File: src/rtl/tick_sched_pkg.sv
// Shared types and default constants for the tick scheduler and its channels.
package tick_sched_pkg;

    typedef enum logic {
        IDLE  = 1'b0,
        APPLY = 1'b1
    } cfg_state_t;

    localparam int CLK_PER_US_100MHZ = 100;
    localparam int PERIOD_W_DEFAULT  = 24;

endpackage

File: src/rtl/tick_sched_channel.sv
// One tick channel: counts microsecond pulses and emits a tick pulse and a
// toggle level every programmed period, optionally stopping after one tick.
module tick_sched_channel
    import tick_sched_pkg::*;
#(
    parameter int PERIOD_W = PERIOD_W_DEFAULT
) (
    input  logic                clk,
    input  logic                rst_n,
    input  logic                us_tick,
    input  logic                load,
    input  logic [PERIOD_W-1:0] period,
    input  logic                enable,
    input  logic                oneshot,
    output logic                tick,
    output logic                toggle,
    output logic                busy
);

    logic [PERIOD_W-1:0] count_q, count_d;
    logic [PERIOD_W-1:0] period_q, period_d;
    logic                oneshot_q, oneshot_d;
    logic                busy_q, busy_d;
    logic                tick_q, tick_d;
    logic                toggle_q, toggle_d;
    logic                at_wrap;

    // A load takes priority over a coincident wrap, so a rewrite suppresses
    // the tick that would otherwise have fired on the same edge.
    always_comb begin
        count_d   = count_q;
        period_d  = period_q;
        oneshot_d = oneshot_q;
        busy_d    = busy_q;
        tick_d    = 1'b0;
        toggle_d  = toggle_q;
        at_wrap   = (count_q == (period_q - PERIOD_W'(1)));
        if (load) begin
            period_d  = period;
            oneshot_d = oneshot;
            count_d   = '0;
            busy_d    = enable && (period != '0);
        end else if (busy_q && us_tick) begin
            if (at_wrap) begin
                count_d  = '0;
                tick_d   = 1'b1;
                toggle_d = ~toggle_q;
                if (oneshot_q) begin
                    busy_d = 1'b0;
                end
            end else begin
                count_d = count_q + PERIOD_W'(1);
            end
        end
    end

    always_ff @(posedge clk or negedge rst_n) begin
        if (!rst_n) begin
            count_q   <= '0;
            period_q  <= '0;
            oneshot_q <= 1'b0;
            busy_q    <= 1'b0;
            tick_q    <= 1'b0;
            toggle_q  <= 1'b0;
        end else begin
            count_q   <= count_d;
            period_q  <= period_d;
            oneshot_q <= oneshot_d;
            busy_q    <= busy_d;
            tick_q    <= tick_d;
            toggle_q  <= toggle_d;
        end
    end

    assign tick   = tick_q;
    assign toggle = toggle_q;
    assign busy   = busy_q;

endmodule

File: src/rtl/tick_scheduler.sv
// Shared microsecond timebase feeding a bank of programmable tick channels,
// configured through a two-state valid/ready write port.
module tick_scheduler
    import tick_sched_pkg::*;
#(
    parameter int CLK_PER_US = CLK_PER_US_100MHZ,
    parameter int CHANNELS   = 4,
    parameter int PERIOD_W   = PERIOD_W_DEFAULT,
    parameter int CH_W       = $clog2(CHANNELS)
) (
    input  logic                clk,
    input  logic                rst_n,
    input  logic                cfg_valid,
    output logic                cfg_ready,
    input  logic [CH_W-1:0]     cfg_chan,
    input  logic [PERIOD_W-1:0] cfg_period,
    input  logic                cfg_enable,
    input  logic                cfg_oneshot,
    output logic                us_tick,
    output logic [CHANNELS-1:0] tick,
    output logic [CHANNELS-1:0] toggle,
    output logic [CHANNELS-1:0] busy
);

    localparam int                PRESC_W   = (CLK_PER_US > 1) ? $clog2(CLK_PER_US) : 1;
    localparam logic [PRESC_W-1:0] PRESC_MAX = PRESC_W'(CLK_PER_US - 1);

    cfg_state_t          state_q, state_d;
    logic [PRESC_W-1:0]  presc_q, presc_d;
    logic                us_tick_q, us_tick_d;
    logic [CH_W-1:0]     chan_q, chan_d;
    logic [PERIOD_W-1:0] period_q, period_d;
    logic                enable_q, enable_d;
    logic                oneshot_q, oneshot_d;
    logic                apply;
    logic [CHANNELS-1:0] load;

    // Free-running prescaler; config traffic never disturbs it.
    always_comb begin
        presc_d   = (presc_q == PRESC_MAX) ? '0 : presc_q + PRESC_W'(1);
        us_tick_d = (presc_q == PRESC_MAX);
    end

    always_ff @(posedge clk or negedge rst_n) begin
        if (!rst_n) begin
            presc_q   <= '0;
            us_tick_q <= 1'b0;
        end else begin
            presc_q   <= presc_d;
            us_tick_q <= us_tick_d;
        end
    end

    always_ff @(posedge clk or negedge rst_n) begin
        if (!rst_n) begin
            state_q <= IDLE;
        end else begin
            state_q <= state_d;
        end
    end

    always_comb begin
        state_d = state_q;
        case (state_q)
            IDLE:    if (cfg_valid) state_d = APPLY;
            APPLY:   state_d = IDLE;
            default: state_d = IDLE;
        endcase
    end

    always_comb begin
        cfg_ready = (state_q == IDLE);
        apply     = (state_q == APPLY);
    end

    // Write fields are captured at the handshake so the host may change them
    // while the APPLY cycle is in progress.
    always_comb begin
        chan_d    = chan_q;
        period_d  = period_q;
        enable_d  = enable_q;
        oneshot_d = oneshot_q;
        if (cfg_valid && cfg_ready) begin
            chan_d    = cfg_chan;
            period_d  = cfg_period;
            enable_d  = cfg_enable;
            oneshot_d = cfg_oneshot;
        end
    end

    always_ff @(posedge clk or negedge rst_n) begin
        if (!rst_n) begin
            chan_q    <= '0;
            period_q  <= '0;
            enable_q  <= 1'b0;
            oneshot_q <= 1'b0;
        end else begin
            chan_q    <= chan_d;
            period_q  <= period_d;
            enable_q  <= enable_d;
            oneshot_q <= oneshot_d;
        end
    end

    assign us_tick = us_tick_q;

    // Indices at or above CHANNELS match no load strobe and are dropped.
    for (genvar g = 0; g < CHANNELS; g++) begin : g_chan
        assign load[g] = apply && (chan_q == CH_W'(g));

        tick_sched_channel #(
            .PERIOD_W (PERIOD_W)
        ) u_chan (
            .clk     (clk),
            .rst_n   (rst_n),
            .us_tick (us_tick_q),
            .load    (load[g]),
            .period  (period_q),
            .enable  (enable_q),
            .oneshot (oneshot_q),
            .tick    (tick[g]),
            .toggle  (toggle[g]),
            .busy    (busy[g])
        );
    end

endmodule
File: config.mk
export PLATFORM = sky130hd
export DESIGN_NAME = tick_scheduler
export DESIGN_NICKNAME = d
export VERILOG_FILES = /design/src/rtl/tick_sched_pkg.sv /design/src/rtl/tick_sched_channel.sv /design/src/rtl/tick_scheduler.sv
export SDC_FILE = /design/constraint.sdc
export NUM_CORES = 1
export LEC_CHECK = 0
export ABC_AREA = 0
export CORE_AREA = 2 2 186 188
export DETAILED_ROUTE_END_ITERATION = 6
export DIE_AREA = 0 0 188 190
export RECOVER_POWER = 50
export SLEW_MARGIN = 10
export SYNTH_ARGS = -nofsm -noshare
export SYNTH_HDL_FRONTEND = slang
export SYNTH_SLANG_ARGS = --single-unit
File: constraint.sdc
create_clock -name clk -period 4.6 [get_ports clk]
set_input_delay 0.92 -clock clk [delete_from_list [all_inputs] [get_ports clk]]
set_output_delay 0.92 -clock clk [all_outputs]
set_load 0.1 [all_outputs]
; Word-level counts from Yosys, hierarchy flattened
; Index checks and enable logic that the tools add are counted.
[op_classes]
addsub = 9
eq_ne = 8
muxes = 43
bitwise = 9
reduce_logical = 32
[op_table]
columns = op, count
row1 = 24-bit 2-to-1 mux, 12
row2 = "24-bit by 1-bit adder with 24-bit output, second input constant", 4
row3 = 24-bit equality test, 4
row4 = "24-bit by 1-bit subtractor with 24-bit output, second input constant", 4
row5 = 1-bit 2-to-1 mux, 29
row6 = 3-bit AND reduction, 8
row7 = 2-bit nonzero test, 12
row8 = 24-bit nonzero test, 1
row9 = 1-bit logical AND, 10
row10 = 1-bit NOT, 9
row11 = "7-bit by 1-bit adder with 7-bit output, second input constant", 1
row12 = "7-bit equality test, second input constant", 1
row13 = 7-bit 2-to-1 mux, 1
row14 = "2-bit equality test, second input constant", 2
row15 = "2-bit by 1-bit equality test with 1-bit output, second input constant", 1
row16 = 2-bit zero test, 1
row17 = 1-bit case mux with 2 select lines, 1
[totals]
register_bits = 245
word_cells = 132

; Longest topological paths before layout
[logic_depth]
depth_word = 5
ltp_mapped = 13
ltp_nobuf = 10

; By module
; Synthesis repeated with hierarchy kept, for this count alone.
[unflattened]
cells_unflattened = 1634
area_unflattened_um2 = 15645.0
[by_module_without_submodules]
columns = module, n_inst, cells_per_inst, area_each_um2, seq_area_each_um2
row1 = tick_sched_channel at g_chan[0].u_chan ..., 3, 394, 3594.7, 1301.2
row2 = tick_sched_channel at g_chan[3].u_chan, 1, 356, 3372.0, 1301.2
row3 = tick_scheduler, 1, 96, 1488.9, 925.9

; Worst setup path after synthesis
; Ideal clock, no wire load.
[synth_path]
path_kind = register to register
start = register g_chan[2].u_chan.period_q[0]
end = register g_chan[2].u_chan.count_q[3]
t_arrival_ns = 3.317
required_ns = 4.472
path_slack_ns = 1.155
stages_incl_launch_ff = 14
cell_sequence = dfrtp_1 > clkbuf_1 > inv_1 > ha_1 > or4b_1 > nor4_4 > a31oi_1 > a311oi_1 > or4b_1 > or4_1 > buf_2 > buf_6 > a31oi_1 > o22ai_1
[synth_via]
elab_chain_len = 5
[synth_rtl]
columns = item, line
row1 = from (decl), tick_sched_channel.sv:21  ; logic [PERIOD_W-1:0] period_q, period_d;
row2 = from (signal assigned), tick_sched_channel.sv:67  ; period_q <= period_d;
row3 = 24-bit by 1-bit subtractor with 24-bit output, tick_sched_channel.sv:37  ; at_wrap = (count_q == (period_q - PERIOD_W'(1)));
row4 = 24-bit equality test, tick_sched_channel.sv:37
row5 = 24-bit 2-to-1 mux, tick_sched_channel.sv:44  ; if (at_wrap) begin
row6 = 24-bit 2-to-1 mux, tick_sched_channel.sv:43  ; end else if (busy_q && us_tick) begin
row7 = 24-bit 2-to-1 mux, tick_sched_channel.sv:38  ; if (load) begin
row8 = to (signal assigned), tick_sched_channel.sv:66  ; count_q <= count_d;
row9 = to (decl), tick_sched_channel.sv:20  ; logic [PERIOD_W-1:0] count_q, count_d;
; Every way passes these cells. The select of a mux whose other input is x is not followed.
; A chain may end at the register's enable or synchronous reset.

; Worst setup path after layout
[layout_path]
start = register g_chan[2].u_chan.period_q[0]
end = register g_chan[2].u_chan.count_q[23]
; Same word-level chain as after synthesis.

==> impl_results.md <==
- Status: finished with violations
- Failing checks: max-capacitance violations, max-slew violations
- Min Tclk post-route: 3800 ps
- Average size of a mapped cell: a little under 9 µm²
- Clock Skew: between 20 and 25 ps
- Overall Global Routing Usage: approximately 23%
- Residual DRC: 0
- Largest net degree at the start of global routing: 121
- Antenna cells: 0
- Critical path peak fanout: 11
- Worst-skew pair later-pin latency: about 570 ps
- Synth warnings: 0
- Via count: 12500
- Crit path kind: reg2reg
- Synth Register Bits: 245
- Final Setup Violations: 0
- Worst R2R Start: g_chan[2].u_chan.period_q[0]
- FF+latch area: 6130 µm²
- Post-Route WL: 40300 µm
- Fillers: 3210
- Period utilization: 82.7%
- DP HPWL: 28200 µm
- Final net count: 1710
- Routability Congestion: 0.895
- Worst setup EP type: flop
- Syn nets: 1714
- Worst setup SP type: flop
- Worst R2R End: g_chan[2].u_chan.count_q[23]
- Die width: 188 µm
- First-pass GRT wire length: 65500 µm
- # hold bufs at CTS: 0
- Synth Flop Type: dfrtp_1
- Iter 0 DRT Violations: 781
- Grt ovf: 0
- Synth-to-Final Area Change: 11.4%
- Clock tree buffer depth: 3
- Avg WL per Cell: about 19 µm
- Reg-to-reg setup timing slack: ~800 ps
- Row count: between 60 and 70
- Port-buffer cells: 44
- Clock sink count: 245
- CTS tree: built
- CP endpoint: g_chan[2].u_chan.count_q[23]
- Die area: 35700 µm²
- Post-synthesis sequential area ratio: 41.0%
- R2R depth: 10
- Antenna violations before repair: 0
- Synth area leaders: dfrtp_1 41%, nand2_1 6.7%, mux2_2 6.0%
- Layout cells sized above 1: 10.7%
- Unrepaired setup endpoints after global routing: no
- Worst vdd rail ir drop: approximately 0.33 mV
- Top-count cell post-synth: nand2_1
- Worst Hold Class: reg2reg
- Vias in the first global route: around 12000
- Post-layout util: slightly below 50%
- Leak Pwr: 6.69 nW
- Slew Limit Headroom: -113%
- TritonCTS Buffers: 28
- Fin. max-slew vios: 221
- Placeable Area: 33900 µm²
- Distinct cells, synth: 76
- Top Ports: 45
- Area of the multi-input gates: 8230 µm²
- Cell taking the most area after synthesis: dfrtp_1
- Starting density of the core: 44.0%
- Die H: between 150 and 200 µm
- Worst-Margin Slew: 3190 ps
- Pwr dens: 491 nW/µm²
- Synth top area share: 41.0%
- Final hold violation count: 0
- EDFF count, synth: 0
- Worst path required time: 5020 ps
- Via/cell ratio: approximately 5.8
- Commonest cells in the netlist: 266 x nand2_1, 245 x dfrtp_1, 124 x nor2_1, 87 x xnor2_1, 84 x nand3_1
- CTS resizes: 0
- Max Cap Viol: 4
- Asr flop ratio synth: 100%
- Mapped cell area: around 15000 µm²
- Drt first pass iters: 5
- Clk pin slew, worst setup/hold paths: 60 ps
- Syn Inst Count: 1674
- Setup Fix Bufs, Post-CTS: 0
- Fin Setup TNS: 0 ps
- Crit path DAT: 4220 ps
- Root Driver: clkbuf_16
- FMAX: about 260 MHz
- H-tree depth: 1
- DRT antenna net count: 0
- Setup crit start: g_chan[2].u_chan.period_q[0]
-- worst max-delay path, stage by stage, from the launching register on --
cell,delay (ps)
dfrtp_1,460
inv_1,90
ha_1,260
or4b_1,610
nor4_4,260
mux2i_1,280
nand2_1,70
or4b_1,470
or4_1,580
nand2_1,390
o211ai_1,180
-- placed cells by master, fill, tap and decap left out, types with 10 or more instances in the layout --
cell	netlist	routed
a41oi_1	16	16
nand2b_1	14	14
a21oi_1	25	25
or4_1	15	15
o211ai_1	15	15
nor4_1	38	38
o21ai_0	54	54
nor2_1	124	123
or3_1	26	26
inv_1	29	29
mux2_2	80	80
o41ai_1	17	17
a31oi_1	20	20
clkdlybuf4s50_1	0	43
and3_1	29	29
nand4_1	45	45
buf_4	13	24
nand2_1	266	266
and2_1	16	16
nor2b_1	12	11
clkbuf_16	0	29
xor2_1	78	78
a211oi_1	10	10
nand3_1	84	84
dfrtp_1	245	245
xnor2_1	87	87
nor3_1	59	58
-- sequential cells by signal, summed over array words and instances (netlist names) --
signal / cells
chan_q: 2
presc_q: 7
enable_q: 1
g_chan.u_chan.tick: 4
g_chan.u_chan.oneshot_q: 4
g_chan.u_chan.period_q: 96
period_q: 24
g_chan.u_chan.toggle: 4
g_chan.u_chan.busy: 4
oneshot_q: 1
apply: 1
g_chan.u_chan.count_q: 96
us_tick: 1
-- report_power, final --
part	switching [mW]	total [mW]	internal (mW)
combinational	1.37	2.53	1.16
sequential	0.754	3.35	2.59
clock	0.937	2.30	1.36
total	3.06	8.17	5.11
-- cell families after synthesis --
| logic type | count (synthesis) | share of synthesized area [%] |
|---|---|---|
| xor+xnor | 165 | 9.68 |
| compound gates | 241 | 11.4 |
| mux | 88 | 6.57 |
| fa+ha+maj | 9 | 0.754 |
| simple gates | 790 | 26.5 |
| buf+inv | 136 | 3.99 |
| flops | 245 | 41.0 |
-- per-layer routing --
layer / track usage [%] / wire, µm / share of wire, % / vias up
li1: - / - / - / 6026
met5: 0 / 0 / 0 / -
met3: 3.82 / 2200 / 5.5 / 48
met1: 31.4 / 18600 / 46 / 6086
met4: 5.30 / 655 / 1.6 / 0
met2: 36.9 / 18800 / 47 / 297
-- through the flow --
step                instances  total power [mW]  cell area (µm²)  hold WS, ps  setup slack (ps)
floorplan                1674              5.13            14900          443              1150
CTS                      2145              8.21            16700          469               834
detailed placement       2095              5.87            15700          457               827
finish                   2145              8.17            16600          464               796
global route             2145              8.68            16600          492               589
global placement         2095              5.83            15700          457               904
-- worst min path at each step --
stage | cells past startpoint | slack [ps] | start | end
after floorplan | 1 | 440 | g_chan[0].u_chan.toggle | g_chan[0].u_chan.toggle
after global placement | 1 | 460 | g_chan[1].u_chan.toggle | g_chan[1].u_chan.toggle
after detailed placement | 1 | 460 | g_chan[1].u_chan.toggle | g_chan[1].u_chan.toggle
after CTS | 1 | 470 | g_chan[1].u_chan.toggle | g_chan[1].u_chan.toggle
after global routing | 1 | 490 | g_chan[3].u_chan.toggle | g_chan[3].u_chan.toggle
final | 1 | 460 | g_chan[1].u_chan.toggle | g_chan[1].u_chan.toggle
-- layout make-up --
cell class / instances / share of cell area [%]
clock buffer: 39 / 5.01
multi-input combinational: 1293 / 49.4
tap: 455 / 3.42
inverter: 29 / 0.654
clock inverter: 11 / 0.647
timing repair buffer: 73 / 4.01
sequential: 245 / 36.8
No activity file was read; power rests on OpenSTA's default activity.
